==> src/rtl/bcp_ctrl.sv <==
// bcp_ctrl - Boolean-constraint-propagation sequencer for the lit1 clause array.
//
// Takes one decision (var, value), writes it into the clause array, waits for
// the free-literal-count chains to settle and evaluates every clause. Unit
// clauses are fetched one at a time; each implication is reported to the trail
// and written back, followed by a fresh evaluation. Stops on "nothing to
// imply", on a conflict, or when MAX_IMP implications have been made.
//
// States:
//   state  | meaning
//   IDLE   | waiting for a start with a legal decision value
//   WRITE  | one-cycle array write of the latched (var, value) pair
//   SETTLE | wait SETTLE_CYC cycles for the free-literal counts to propagate
//   EVAL   | classify clauses: conflict > unit > nothing left to imply
//   FETCH  | select the latched unit clause, read and report its implication
//   DONE   | one-cycle completion pulse, results held afterwards
//
// Ports:
//   clk, rst              clock, synchronous active-high reset
//   start_i               request BCP for dec_var_i / dec_value_i (1=false, 2=true)
//   busy_o, done_o        busy from the cycle after accept until done; done pulse
//   conflict_o            conflict found (held until next accepted start)
//   conflict_cls_o        index of the conflicting clause (held)
//   overflow_o            MAX_IMP implications reached (held)
//   arr_wr_o/var/value    array write strobe and the pair being written
//   cls_freecnt_i         2 bits per clause: 0 none, 1 one, 2/3 two or more
//   cls_sat_i             per-clause satisfied flag
//   imp_sel_o             one-hot implication select into the array
//   imp_var_i/value_i     free literal of the selected clause (same cycle)
//   imp_valid_o/var/value implication pulse for the trail
module bcp_ctrl #(
  parameter int NUM_C      = 8,
  parameter int CLS_W      = 3,
  parameter int VAR_W      = 4,
  parameter int SETTLE_CYC = 1,
  parameter int MAX_IMP    = 15
) (
  input  logic               clk,
  input  logic               rst,
  input  logic               start_i,
  input  logic [VAR_W-1:0]   dec_var_i,
  input  logic [1:0]         dec_value_i,
  output logic               busy_o,
  output logic               done_o,
  output logic               conflict_o,
  output logic [CLS_W-1:0]   conflict_cls_o,
  output logic               overflow_o,
  output logic               arr_wr_o,
  output logic [VAR_W-1:0]   arr_var_o,
  output logic [1:0]         arr_value_o,
  input  logic [2*NUM_C-1:0] cls_freecnt_i,
  input  logic [NUM_C-1:0]   cls_sat_i,
  output logic [NUM_C-1:0]   imp_sel_o,
  input  logic [VAR_W-1:0]   imp_var_i,
  input  logic [1:0]         imp_value_i,
  output logic               imp_valid_o,
  output logic [VAR_W-1:0]   imp_var_o,
  output logic [1:0]         imp_value_o
);

  typedef enum logic [2:0] {
    ST_IDLE   = 3'd0,
    ST_WRITE  = 3'd1,
    ST_SETTLE = 3'd2,
    ST_EVAL   = 3'd3,
    ST_FETCH  = 3'd4,
    ST_DONE   = 3'd5
  } state_t;

  state_t             state_q, state_d;

  logic [VAR_W-1:0]   wr_var_q;
  logic [1:0]         wr_value_q;
  logic [2:0]         settle_q;
  logic [3:0]         imp_cnt_q;
  logic [CLS_W-1:0]   unit_cls_q;
  logic               conflict_q;
  logic [CLS_W-1:0]   conflict_cls_q;
  logic               overflow_q;

  logic               start_ok;
  logic               imp_value_ok;
  logic               at_max;
  logic [NUM_C-1:0]   conf_vec;
  logic [NUM_C-1:0]   unit_vec;
  logic               any_conf;
  logic               any_unit;
  logic [CLS_W-1:0]   conf_idx;
  logic [CLS_W-1:0]   unit_idx;

  assign start_ok     = start_i && ((dec_value_i == 2'd1) || (dec_value_i == 2'd2));
  assign imp_value_ok = (imp_value_i == 2'd1) || (imp_value_i == 2'd2);
  // Compared against the post-increment count: the implication made in this
  // FETCH is the one that may hit the limit.
  assign at_max       = (imp_cnt_q + 4'd1) == 4'(MAX_IMP);

  // Per-clause classification. A freecnt of 2 is illegal and falls into the
  // "two or more" bucket simply by matching neither 0 nor 1.
  always_comb begin
    conf_vec = '0;
    unit_vec = '0;
    for (int i = 0; i < NUM_C; i++) begin
      conf_vec[i] = !cls_sat_i[i] && (cls_freecnt_i[2*i +: 2] == 2'd0);
      unit_vec[i] = !cls_sat_i[i] && (cls_freecnt_i[2*i +: 2] == 2'd1);
    end
  end

  // Lowest-index priority: scan downwards so the last hit wins.
  always_comb begin
    any_conf = 1'b0;
    any_unit = 1'b0;
    conf_idx = '0;
    unit_idx = '0;
    for (int i = NUM_C - 1; i >= 0; i--) begin
      if (conf_vec[i]) begin
        any_conf = 1'b1;
        conf_idx = CLS_W'(i);
      end
      if (unit_vec[i]) begin
        any_unit = 1'b1;
        unit_idx = CLS_W'(i);
      end
    end
  end

  // State register
  always_ff @(posedge clk) begin
    if (rst) begin
      state_q <= ST_IDLE;
    end else begin
      state_q <= state_d;
    end
  end

  // Next-state logic
  always_comb begin
    state_d = state_q;
    case (state_q)
      ST_IDLE: begin
        if (start_ok) state_d = ST_WRITE;
      end
      ST_WRITE: begin
        state_d = ST_SETTLE;
      end
      ST_SETTLE: begin
        if (settle_q == 3'd0) state_d = ST_EVAL;
      end
      ST_EVAL: begin
        if (any_conf)      state_d = ST_DONE;
        else if (any_unit) state_d = ST_FETCH;
        else               state_d = ST_DONE;
      end
      ST_FETCH: begin
        if (!imp_value_ok) state_d = ST_DONE;
        else if (at_max)   state_d = ST_DONE;
        else               state_d = ST_WRITE;
      end
      ST_DONE: begin
        state_d = ST_IDLE;
      end
      default: begin
        state_d = ST_IDLE;
      end
    endcase
  end

  // Datapath registers: write pair, settle timer, implication counter, results
  always_ff @(posedge clk) begin
    if (rst) begin
      wr_var_q       <= '0;
      wr_value_q     <= '0;
      settle_q       <= '0;
      imp_cnt_q      <= '0;
      unit_cls_q     <= '0;
      conflict_q     <= 1'b0;
      conflict_cls_q <= '0;
      overflow_q     <= 1'b0;
    end else begin
      case (state_q)
        ST_IDLE: begin
          if (start_ok) begin
            wr_var_q       <= dec_var_i;
            wr_value_q     <= dec_value_i;
            imp_cnt_q      <= '0;
            conflict_q     <= 1'b0;
            conflict_cls_q <= '0;
            overflow_q     <= 1'b0;
          end
        end
        ST_WRITE: begin
          // Down-counter: SETTLE leaves when it reads zero, so load N-1
          // to spend exactly SETTLE_CYC cycles there.
          settle_q <= 3'(SETTLE_CYC - 1);
        end
        ST_SETTLE: begin
          if (settle_q != 3'd0) settle_q <= settle_q - 3'd1;
        end
        ST_EVAL: begin
          if (any_conf) begin
            conflict_q     <= 1'b1;
            conflict_cls_q <= conf_idx;
          end else if (any_unit) begin
            unit_cls_q <= unit_idx;
          end
        end
        ST_FETCH: begin
          if (!imp_value_ok) begin
            // A unit clause whose free literal has no legal value is
            // reported as a conflict on that clause.
            conflict_q     <= 1'b1;
            conflict_cls_q <= unit_cls_q;
          end else begin
            wr_var_q   <= imp_var_i;
            wr_value_q <= imp_value_i;
            imp_cnt_q  <= imp_cnt_q + 4'd1;
            if (at_max) overflow_q <= 1'b1;
          end
        end
        default: begin
        end
      endcase
    end
  end

  // Output logic
  always_comb begin
    busy_o      = (state_q != ST_IDLE);
    done_o      = (state_q == ST_DONE);
    arr_wr_o    = 1'b0;
    arr_var_o   = '0;
    arr_value_o = '0;
    imp_sel_o   = '0;
    imp_valid_o = 1'b0;
    imp_var_o   = '0;
    imp_value_o = '0;
    if (state_q == ST_WRITE) begin
      arr_wr_o    = 1'b1;
      arr_var_o   = wr_var_q;
      arr_value_o = wr_value_q;
    end
    if (state_q == ST_FETCH) begin
      imp_sel_o = {{(NUM_C-1){1'b0}}, 1'b1} << unit_cls_q;
      if (imp_value_ok) begin
        imp_valid_o = 1'b1;
        imp_var_o   = imp_var_i;
        imp_value_o = imp_value_i;
      end
    end
  end

  assign conflict_o     = conflict_q;
  assign conflict_cls_o = conflict_cls_q;
  assign overflow_o     = overflow_q;

endmodule

==> config.mk <==
export PLATFORM = sky130hd
export DESIGN_NAME = bcp_ctrl
export DESIGN_NICKNAME = d
export VERILOG_FILES = /design/src/rtl/bcp_ctrl.sv
export SDC_FILE = /design/constraint.sdc
export NUM_CORES = 1
export LEC_CHECK = 0
export ABC_AREA = 1
export CORE_ASPECT_RATIO = 1.1
export CORE_UTILIZATION = 43
export CTS_CLUSTER_SIZE = 40
export DETAILED_ROUTE_END_ITERATION = 6
export PLACE_DENSITY_LB_ADDON = 0.25
export RECOVER_POWER = 50
export SYNTH_ARGS = -nofsm -noshare
export SYNTH_HDL_FRONTEND = slang
export SYNTH_SLANG_ARGS = --single-unit
export TNS_END_PERCENT = 30
==> constraint.sdc <==
create_clock -name clk -period 2 [get_ports clk]
set_clock_uncertainty 0.1 [all_clocks]
set_input_delay 0.6 -clock clk [delete_from_list [all_inputs] [get_ports clk]]
set_output_delay 0.6 -clock clk [all_outputs]
set_load 0.02 [all_outputs]
# ---- Word level (Yosys, flattened, before mapping)
# Cells that the tools add are included.
dict set report op_classes {
  n_addsub 2
  n_eq_ne 25
  shift 1
  muxes 71
  bitwise 1
  n_reduce_logical 48
}
# op count
set ops {}
lappend ops {{3-bit two-way mux} 24}
lappend ops {{4-bit two-way mux} 7}
lappend ops {{1-bit two-way mux} 26}
lappend ops {{2-bit by 1-bit == test with 1-bit output (second input constant)} 10}
lappend ops {{1-bit logical AND} 17}
lappend ops {{2-bit logical NOT} 8}
lappend ops {{4-bit one-hot mux with 2 select lines} 2}
lappend ops {{3-bit one-hot mux with 5 select lines} 1}
lappend ops {{2-bit inequality test (second input constant)} 7}
lappend ops {{2-bit two-way mux} 5}
lappend ops {{3-bit one-hot mux with 3 select lines} 1}
lappend ops {{3-bit nonzero test} 3}
lappend ops {{1-bit logical NOT} 8}
lappend ops {{8-bit two-way mux} 1}
lappend ops {{4-bit AND reduction} 2}
lappend ops {{1-bit by 3-bit << shifter with 8-bit output (first input constant)} 1}
lappend ops {{3-bit by 2-bit == test with 1-bit output (second input constant)} 2}
lappend ops {{3-bit == test (second input constant)} 2}
lappend ops {{3-bit logical NOT} 2}
lappend ops {{3-bit one-hot mux with 2 select lines} 1}
lappend ops {{3-bit AND reduction} 2}
lappend ops {{4-bit by 1-bit adder with 4-bit output (second input constant)} 1}
lappend ops {{2-bit == test (second input constant)} 2}
lappend ops {{4-bit == test (second input constant)} 1}
lappend ops {{9 further kinds} 12}
dict set report totals {
  regBits 24
  in_bits 39
  out_inout_bits 29
  wordCells 157
}

# ---- Longest topological paths before layout
# Gate-level depths: netlist (run 1).
dict set report logic_depth {
  word_depth 13
  depth_mapped 11
  ltp_nobuf 11
}

# ---- Worst setup path after synthesis (run 1)
# Ideal clock, no wire load.
dict set report synth_timing {
  path_type {input to output}
  startpoint {input imp_value_i[0]}
  endpoint {output imp_var_o[0]}
  arrival_ns 1.486
  required_time_ns 1.300
  slack_ns -0.186
  stages 5
  path_buffers 0
  cell_sequence {inv_1 > ha_1 > inv_1 > nand2_1 > nor2_1}
}
dict set report synth_via {
  elab_chain_len 4
  word_cells_on_any_way 5
  classes_between {eq/ne: 2; mux: 2; reduce/logical: 1}
}
# element line
set synth_lines {}
lappend synth_lines {{start: declaration} 55} ;# input logic [1:0] imp_value_i,
lappend synth_lines {{2-bit by 1-bit == test with 1-bit output / 2-bit == test (equally long branches)} 92} ;# assign imp_value_ok = (imp_value_i == 2'd1) || (imp_value_i == 2'd2);
lappend synth_lines {{1-bit logical OR (*)} 92}
lappend synth_lines {{4-bit two-way mux (*)} 243} ;# if (imp_value_ok) begin
lappend synth_lines {{4-bit two-way mux (*)} 241} ;# if (state_q == ST_FETCH) begin
lappend synth_lines {{end: declaration} 57} ;# output logic [VAR_W-1:0] imp_var_o,
# Every way passes the cells marked *; elsewhere a longest branch is shown, timed or not.

# ---- Worst setup path in the final report (run 1)
dict set report layout_timing {
  startpoint {register state_q[1]}
  endpoint {output arr_var_o[0]}
}
dict set report layout_via {
  elab_chain_len 2
}
# element line
set layout_lines {}
lappend layout_lines {{start: declaration} 70} ;# state_t state_q, state_d;
lappend layout_lines {{start signal: assignment} 131} ;# state_q <= state_d;
lappend layout_lines {{3-bit by 1-bit == test with 1-bit output} 236} ;# if (state_q == ST_WRITE) begin
lappend layout_lines {{4-bit two-way mux} 236}
lappend layout_lines {{end: declaration} 49} ;# output logic [VAR_W-1:0] arr_var_o,
# No other way between the ends.

==> results of run 1 <==
-- final cells by class --
type | count | area [um2]
inverters | 47 | 188.9
repair buffers | 101 | 915.9
clock inverters | 1 | 30.03
multi-input cells | 203 | 1097
fillers | 288 | 887.1
well taps | 50 | 62.56
clock buffers | 3 | 41.29
flip-flops and latches | 24 | 489.2
-- power by group --
group	switching [mW]	total (mW)	internal (mW)	leakage (nW)
combinational	0.461	0.838	0.377	1.14
clock	0.165	0.433	0.268	0.0357
sequential	0.0520	0.613	0.560	0.198
total	0.678	1.88	1.21	1.37
-- worst max-delay path: stages (launching register included) --
cell	delay, ps
dfxtp_4	370
buf_6	120
nor3_4	210
inv_4	90
nor2_1	120
buf_4	160
-- worst paths after layout --
path                            startpoint                        to  slack [ps]  depth (start not counted)
hold reg to reg   settle_q[0]$_SDFFE_PP0P_  settle_q[0]$_SDFFE_PP0P_         370                          2
hold / removal    settle_q[0]$_SDFFE_PP0P_  settle_q[0]$_SDFFE_PP0P_         370                          2
setup / recovery   state_q[1]$_SDFFE_PP0P_              arr_var_o[0]         -50                          5
setup reg to reg   state_q[2]$_SDFFE_PP0P_  settle_q[1]$_SDFFE_PP0P_         140                          7
-- cells by family after synthesis --
| logic type | after synthesis | share of synthesized area, % |
|---|---|---|
| AND/OR/NAND/NOR | 153 | 40.06 |
| buffers and inverters | 51 | 12.22 |
| AO/OA/AOI/OAI | 42 | 13.99 |
| flip-flops | 24 | 28.28 |
| adder cells (fa/ha/maj) | 6 | 4.418 |
| XOR/XNOR | 2 | 1.031 |
-- cells in the final DEF, fill, tap and decap left out, drive strengths merged --
cell type      instances
a211oi                 3
a21oi                 15
a31oi                  8
buf                   58
bufinv                 1
clkbuf                 5
clkdlybuf4s50         36
dfxtp                 24
dlygate4sd2            4
dlygate4sd3            1
ha                     6
inv                   47
nand2                 85
nand3                  9
nand4                  1
nor2                  52
nor3                   6
o211a                  1
o21a                   1
o21ai                 13
o31ai                  1
xnor2                  1
xor2                   1
-- state kept, by name (all words and copies together) (netlist names) --
| name | cells |
|---|---|
| conflict_cls_o | 3 |
| conflict_o | 1 |
| imp_cnt_q | 4 |
| overflow_o | 1 |
| settle_q | 3 |
| state_q | 3 |
| unit_cls_q | 3 |
| wr_value_q | 2 |
| wr_var_q | 4 |
-- metal layers --
layer	vias to the layer above	share of wire (%)
met5	-	0
met2	59	56
met3	8	3.2
li1	1068	-
met1	930	39
met4	0	1.7
-- timing repair --
item                       CTS  global route
resized for setup          152            27
pin swaps                    4             4
setup endpoints to repair   38            28
==> flow_metrics.py, run 1 <==
metrics = {
    "clocking": {
        "post_cts_buffers": 0,
        "clock-sinks": 24,
        "insertion_delay_ps": 270,
        "cts_hold_buf": 0,
        "cts_made_buffers": 3,
        "clk_pin_slew_ps": 80,
        "h-tree-depth": 1,
        "cts_root_buf": "clkbuf_8",
        "cts_tree": "done",
        "clockBufferDepth": 2,
    },
    "global_route": {
        "use_met3_pct": 2.647,
        "grt_pass1_wl_um": 7741,
        "grt_pass1_vias": 1954,
        "grt_use_total_pct": 24.35,
        "use_met2_pct": 49.19,
        "gr-usage-met1_pct": 24.66,
        "busiest_layer": "met2",
        "antenna_found_initial": 0,
        "grt_max_degree": 17,
        "grt-ovfl-total": 0,
    },
    "critical_path": {
        "critPathKind": "flop to output port",
        "cp-start-kind": "flop",
        "cp_max_fo": 7,
        "required_ps": 1300,
        "crit_arrival_ps": 1350,
        "end_kind": "output port",
    },
    "logic_synthesis": {
        "async_reset_ff_share_pct": 0,
        "synth_area_leaders": "dfxtp_1 (28%), nand2_1 (18%), nor2_1 (11%), inv_1 (8.8%), a21oi_1 (4.4%)",
        "synth_edf_count": 0,
        "yosysTopAreaCellShare_pct": 28.28,
        "yosysMostFrequentCell": "nand2_1",
        "seq_area_frac_synth_pct": 28.28,
        "syn_nets": 323,
        "synthTopCellsByCount": "nand2_1 (80), nor2_1 (49), inv_1 (40)",
        "yosysTopAreaCell": "dfxtp_1",
        "synth_area_um2": 1699,
        "synth-main-ff-cell": "dfxtp_1",
        "synthCells": 278,
        "synth_cell_types": 29,
        "ys_ff_latch": 24,
        "synth.avg_cell_area_um2": 6.112,
        "yosysWarnings": 0,
    },
    "placement": {
        "place.gp.congestion": 0.8061,
        "dpl.cell_count": 425,
        "place_ws_ps": -1121,
        "hpwl_um": 3668,
        "placed_area_um2": 2701,
        "io_buffers": 67,
    },
    "detailed_routing": {
        "dr_total_vias": 2065,
        "drt_iter0_markers": 124,
        "final_antenna_net_count": 0,
        "drt_pre_antenna_iters": 4,
        "drc": 0,
        "wl_um": 5016,
        "avgViaCountPerCell": 4.814,
        "wl_per_cell_um": 11.69,
    },
    "layout": {
        "instances_no_fill": 429,
        "utilization_pct": 76.10,
        "post_route_cells_drive_above_1_share_pct": 26.65,
        "areaGrowthSynthToFinish_pct": 66.27,
        "fin_nets": 425,
        "fin_area_um2": 2825,
        "antenna_cells": 0,
    },
    "timing": {
        "maxSlewViolCount": 0,
        "finalSetupViolCount": 4,
        "fin_crit_ps": 2045,
        "timing.fmax_mhz": 488.9,
        "slew_headroom_pct": 65.72,
        "grt_setup_unrepaired": "true",
        "tightest_slew_ps": 510.2,
        "finalSetupTns_ps": -86.37,
        "fin_hold_ws_ps": 368.1,
        "hold_violations": 0,
        "finalCritPeriodShare_pct": 102.3,
        "setup_ws_ps": -45.50,
    },
    "die": {
        "die_h_um": 67.93,
        "initial_utilization_pct": 45.77,
        "fp.dieW_um": 61.94,
        "num_rows": 23,
        "ios": 68,
        "coreArea_um2": 3712,
        "die-area_um2": 4207,
    },
    "status": {
        "outcome": "finished, violations left",
        "violations": "setup timing",
    },
    "power_and_ir_drop": {
        "power_per_cell_area_nw_per_um2": 666.7,
        "p_leak_nw": 1.375,
        "total_power_mw": 1.884,
        "ir_drop_uv": 310.9,
    },
    "worst_hold_path": {
        "hp-class": "flop to flop",
    },
    "flow_run": {
        "cap_viol_max_count": 0,
    },
}
Power figures use the tool's default switching activity.
==> run 2, diff against run 1 <==
--- a/config.mk
+++ b/config.mk
@@ -12,6 +12,7 @@
 export DETAILED_ROUTE_END_ITERATION = 6
 export PLACE_DENSITY_LB_ADDON = 0.25
 export RECOVER_POWER = 50
+export SKIP_LAST_GASP = 1
 export SYNTH_ARGS = -nofsm -noshare
 export SYNTH_HDL_FRONTEND = slang
 export SYNTH_SLANG_ARGS = --single-unit
==> run 2 against run 1 <==
The run still ends with setup timing left. Final cell count stayed put. Combinational power is 2.9% lower. Worst hold slack worse by 0.92 ps. Largest power group unchanged. Highest routed layer unchanged.
==> flow_metrics.py, run 2 (same netlist as run 1, synthesis figures left out) <==
metrics = {
    "worst_hold_path": {
        "worstHoldPathCells": 2,
        "hp-class": "flop to flop",
        "hold_end": "settle_q[0]$_SDFFE_PP0P_",
        "min_from": "settle_q[0]$_SDFFE_PP0P_",
    },
    "critical_path": {
        "critPathKind": "primary input to output port",
        "r2r-start": "state_q[2]$_SDFFE_PP0P_",
        "crit_chain": "buf_6, inv_4, ha_4, inv_6, nand2_2, nor2_4, buf_6",
        "timing.rr.end": "settle_q[1]$_SDFFE_PP0P_",
        "cp-start-kind": "primary input",
        "ff2ff_setup_slack_ps": 130,
        "crit_slowest_cell": "ha_4",
        "required_ps": 1300,
        "crit_arrival_ps": 1340,
        "worst-r2r-cell-count": 7,
        "cp_slowest_stage_delay_ps": 200,
        "crit_top_cell": "buf_6",
        "cp_max_fo": 5,
        "end_kind": "output port",
    },
    "detailed_routing": {
        "drc": 0,
        "avgViaCountPerCell": 4.832,
        "drt_iter0_markers": 130,
        "final_antenna_net_count": 0,
        "drt_pre_antenna_iters": 4,
        "dr_total_vias": 2073,
        "wl_per_cell_um": 11.25,
        "wl_um": 4828,
    },
    "global_route": {
        "antenna_found_initial": 0,
        "grt_pass1_wl_um": 7707,
        "use_met3_pct": 2.647,
        "grt_use_total_pct": 24.22,
        "grt_max_degree": 17,
        "gr-usage-met1_pct": 24.74,
        "busiest_layer": "met2",
        "grt_pass1_vias": 1940,
        "grt-ovfl-total": 0,
        "use_met2_pct": 48.92,
    },
    "power_and_ir_drop": {
        "total_power_mw": 1.861,
        "p_leak_nw": 1.372,
        "power_per_cell_area_nw_per_um2": 674.2,
        "ir_drop_uv": 310.9,
    },
    "clocking": {
        "insertion_delay_ps": 270,
        "post_cts_buffers": 0,
        "clk_pin_slew_ps": 90,
        "clock-sinks": 24,
        "cts_tree": "done",
        "cts_made_buffers": 3,
        "cts_hold_buf": 0,
        "h-tree-depth": 1,
        "cts_root_buf": "clkbuf_8",
        "clockBufferDepth": 2,
    },
    "layout": {
        "top_regs": "imp_cnt_q x4, wr_var_q x4",
        "fill_cells": 307,
        "antenna_cells": 0,
        "post_route_cells_drive_above_1_share_pct": 25.86,
        "utilization_pct": 74.35,
        "most-common-layout-cells": "nand2_1 (75), nor2_1 (43), inv_1 (38), buf_4 (38), clkdlybuf4s50_1 (36)",
        "instances_no_fill": 429,
        "fin_nets": 425,
        "areaGrowthSynthToFinish_pct": 62.44,
        "layout.cells.most_common": "nand2_1",
    },
    "die": {
        "num_rows": 23,
        "die-area_um2": 4207,
        "coreArea_um2": 3712,
        "ios": 68,
        "fp.dieW_um": 61.94,
        "die_h_um": 67.93,
        "initial_utilization_pct": 45.77,
    },
    "placement": {
        "place.gp.congestion": 0.8061,
        "place_ws_ps": -1121,
        "dpl.cell_count": 425,
        "hpwl_um": 3668,
        "io_buffers": 67,
    },
    "timing": {
        "grt_setup_unrepaired": "true",
        "setup_ws_ps": -42.24,
        "maxSlewViolCount": 0,
        "timing.fmax_mhz": 489.7,
        "tightest_slew_ps": 506.7,
        "hold_violations": 0,
        "finalSetupViolCount": 5,
        "finalSetupTns_ps": -66.30,
        "finalCritPeriodShare_pct": 102.1,
        "slew_headroom_pct": 65.96,
        "fin_crit_ps": 2042,
    },
    "status": {
        "outcome": "finished, violations left",
        "violations": "setup timing",
    },
    "flow_run": {
        "cap_viol_max_count": 0,
    },
}
run 2: changes by cell type in the layout (fill, tap and decap cells not counted), sizes merged:
cell          delta
dlymetal6s2s     +1
dlygate4sd2      -1
buf              +1
clkbuf           -1
run 2: layout make-up:
cell class | instances | area, um2 | share of cell area (%)
multi-input cells | 203 | 1077 | 39.03
repair buffers | 101 | 875.8 | 31.73
flip-flops and latches | 24 | 489.2 | 17.72
inverters | 47 | 183.9 | 6.664
well taps | 50 | 62.56 | 2.267
clock buffers | 3 | 41.29 | 1.496
clock inverters | 1 | 30.03 | 1.088
run 2: what timing repair did:
action,4_1_cts,5_1_grt
pin swaps,3,1
setup endpoints to repair,38,29
resized for setup,140,15
hold endpoints to repair,0,0
run 2: stage by stage:
stage	instance area (um2)	hold slack, ps
after floorplan	1732	336.6
after global placement	2701	334.0
after detailed placement	2701	352.6
after CTS	2754	365.7
after global routing	2760	386.9
final	2760	367.2
run 2: how the worst max path moves through the flow:
stage	start	to	slack (ps)	cells past startpoint
detailed placement	imp_value_i[0]	imp_var_o[0]	-1120	7
global route	state_q[1]$_SDFFE_PP0P_	arr_var_o[1]	-80	5
CTS	state_q[2]$_SDFFE_PP0P_	busy_o	-100	5
global placement	imp_value_i[0]	imp_var_o[0]	-1080	7
finish	imp_value_i[0]	imp_var_o[0]	-40	7
floorplan	state_q[0]$_SDFFE_PP0P_	arr_value_o[0]	-30	4
run 2: layer usage:
metal	vias to the layer above	wire, um	share of wire, %
li1	1070	-	-
met1	939	1884	39
met2	56	2679	55
met3	8	176	3.6
met4	0	87	1.8
met5	-	0	0
run 2: worst max-delay path, delay by kind of cell:
kind	cells	cell delay (ps)
simple gates	2	170
fa+ha+maj	1	200
buf+inv	4	380
run 2: where the power goes:
group,switching [mW],leakage [nW],total [mW],internal (mW)
sequential,0.0511,0.198,0.612,0.560
combinational,0.448,1.14,0.814,0.366
clock,0.168,0.0357,0.436,0.268
==> run 3, diff against run 2 <==
--- a/config.mk
+++ b/config.mk
@@ -11,9 +11,9 @@
 export CTS_CLUSTER_SIZE = 40
 export DETAILED_ROUTE_END_ITERATION = 6
 export PLACE_DENSITY_LB_ADDON = 0.25
-export RECOVER_POWER = 50
+export RECOVER_POWER = 25
 export SKIP_LAST_GASP = 1
 export SYNTH_ARGS = -nofsm -noshare
 export SYNTH_HDL_FRONTEND = slang
 export SYNTH_SLANG_ARGS = --single-unit
-export TNS_END_PERCENT = 30
+export TNS_END_PERCENT = 1
==> run 3 against run 2 <==
The flow still finishes with violations (setup timing). Setup slack better by 2.2 ps. Power grew 0.45%. Largest power group unchanged. Utilization up 0.27 points. Largest cell class unchanged. Final cell count increased by 0.93%. Register-to-register slack better by 140 ps.
==> flow_metrics.py, run 3 (same netlist as run 1, synthesis figures left out) <==
metrics = {
    "clocking": {
        "cts_root_buf": "clkbuf_8",
        "clk_pin_slew_ps": 100,
        "clockBufferDepth": 2,
        "insertion_delay_ps": 270,
        "cts_tree": "done",
        "cts_hold_buf": 0,
        "clock-sinks": 24,
        "cts_made_buffers": 3,
        "h-tree-depth": 1,
    },
    "die": {
        "num_rows": 23,
        "initial_utilization_pct": 45.77,
        "die_h_um": 67.93,
        "coreArea_um2": 3712,
        "die-area_um2": 4207,
        "ios": 68,
        "fp.dieW_um": 61.94,
    },
    "power_and_ir_drop": {
        "p_comb_share_pct": 43.9,
        "p_int_mw": 1.194,
        "power_frac_clock_pct": 23.3,
        "pwr-share-seq_pct": 32.8,
        "switching_power_uw": 674.8,
        "power_per_cell_area_nw_per_um2": 674.7,
        "p_leak_nw": 1.382,
        "switching_share_pct": 36.10,
        "total_power_mw": 1.869,
        "ir_drop_uv": 305.5,
    },
    "critical_path": {
        "cp_max_fo": 5,
        "cp_slowest_stage_delay_ps": 260,
        "cp-start-kind": "primary input",
        "crit_chain": "buf_2, ha_4, inv_8, nand2_4, nor2_4, buf_6",
        "required_ps": 1300,
        "crit_slowest_cell": "ha_4",
        "crit_arrival_ps": 1340,
        "end_kind": "output port",
        "critPathKind": "primary input to output port",
    },
    "layout": {
        "top_regs": "imp_cnt_q x4, wr_var_q x4",
        "fin_nets": 429,
        "most-common-layout-cells": "nand2_1 (74), nor2_1 (43), inv_1 (37), clkdlybuf4s50_1 (37), buf_4 (37)",
        "utilization_pct": 74.62,
        "areaGrowthSynthToFinish_pct": 63.03,
        "antenna_cells": 0,
        "post_route_cells_drive_above_1_share_pct": 26.37,
        "layout.cells.most_common": "nand2_1",
    },
    "global_route": {
        "grt_max_degree": 17,
        "grt_use_total_pct": 24.42,
        "antenna_found_initial": 0,
        "grt_pass1_wl_um": 7700,
        "grt_pass1_vias": 1955,
        "grt-ovfl-total": 0,
    },
    "timing": {
        "hold_violations": 0,
        "setup_ws_ps": -40.05,
        "finalSetupViolCount": 10,
        "grt_setup_unrepaired": "true",
        "timing.fmax_mhz": 490.2,
        "maxSlewViolCount": 0,
        "tightest_slew_ps": 698.7,
        "fin_crit_ps": 2040,
        "finalCritPeriodShare_pct": 102.0,
        "slew_headroom_pct": 53.42,
    },
    "placement": {
        "place.gp.congestion": 0.7820,
        "hpwl_um": 3594,
        "io_buffers": 67,
    },
    "detailed_routing": {
        "drt_pre_antenna_iters": 4,
        "wl_um": 4803,
        "drt_iter0_markers": 86,
        "wl_per_cell_um": 11.09,
        "dr_total_vias": 2062,
        "drc": 0,
        "avgViaCountPerCell": 4.762,
        "final_antenna_net_count": 0,
    },
    "status": {
        "violations": "setup timing",
        "outcome": "finished, violations left",
    },
    "flow_run": {
        "cap_viol_max_count": 0,
    },
    "worst_hold_path": {
        "hp-class": "flop to flop",
    },
}
[run 3: worst max-delay path: cells and delay by family]
kind | cells | cell delay [ps]
AND/OR/NAND/NOR | 2 | 140
adder cells (fa/ha/maj) | 1 | 260
buffers and inverters | 3 | 330
[run 3: power groups by stage]
stage	sequential (mW)	combinational, mW	clock [mW]
detailed placement	0.619	0.802	0
global placement	0.615	0.781	0
global route	0.622	0.917	0.454
CTS	0.612	0.823	0.439
finish	0.612	0.821	0.436
floorplan	0.634	0.439	0
[run 3: what timing repair did]
action                                  4_1_cts  5_1_grt
pin swaps                                     3        0
resized for setup                           126        8
setup buffers                                 1        0
endpoints found under the setup margin       38       31
[run 3: cell type report]
cell class	count	area, um2
repair buffers	105	873.3
inverters	47	183.9
multi-input cells	203	1095
clock inverters	1	30.03
clock buffers	3	41.29
well taps	50	62.56
flip-flops and latches	24	484.2
fillers	301	942.2
[run 3: path summary, 6_finish.rpt]
check / startpoint / end / slack, ps / cells past startpoint
worst max-delay path: imp_value_i[1] / imp_var_o[1] / -40 / 6
worst min-delay path: conflict_o$_SDFFE_PP0P_ / conflict_o$_SDFFE_PP0P_ / 350 / 2
worst max register to register: state_q[0]$_SDFFE_PP0P_ / conflict_cls_o[2]$_SDFFE_PP0P_ / 270 / 10
worst min register to register: conflict_o$_SDFFE_PP0P_ / conflict_o$_SDFFE_PP0P_ / 350 / 2
[run 3: per-stage QoR]
| step | TNS [ps] | worst slack [ps] | instances | area [um2] | hold WS [ps] |
|---|---|---|---|---|---|
| 2_1_floorplan | -268.4 | -25.67 | 278 | 1732 | 336.6 |
| 3_3_place_gp | -14760 | -1039 | 428 | 2711 | 338.6 |
| 3_5_place_dp | -15860 | -1079 | 428 | 2711 | 343.4 |
| 4_1_cts | -546.5 | -44.47 | 433 | 2805 | 357.0 |
| 5_1_grt | -1682 | -106.7 | 433 | 2770 | 373.0 |
| 6_report | -314.2 | -40.05 | 433 | 2770 | 351.0 |
[run 3: per-layer routing]
layer | routed length (um) | GRT usage (%) | part of all wire (%)
met1 | 1999 | 24.74 | 42
met2 | 2511 | 47.31 | 52
met3 | 161 | 3.781 | 3.4
met4 | 130 | 11.39 | 2.7
met5 | 0 | 0 | 0
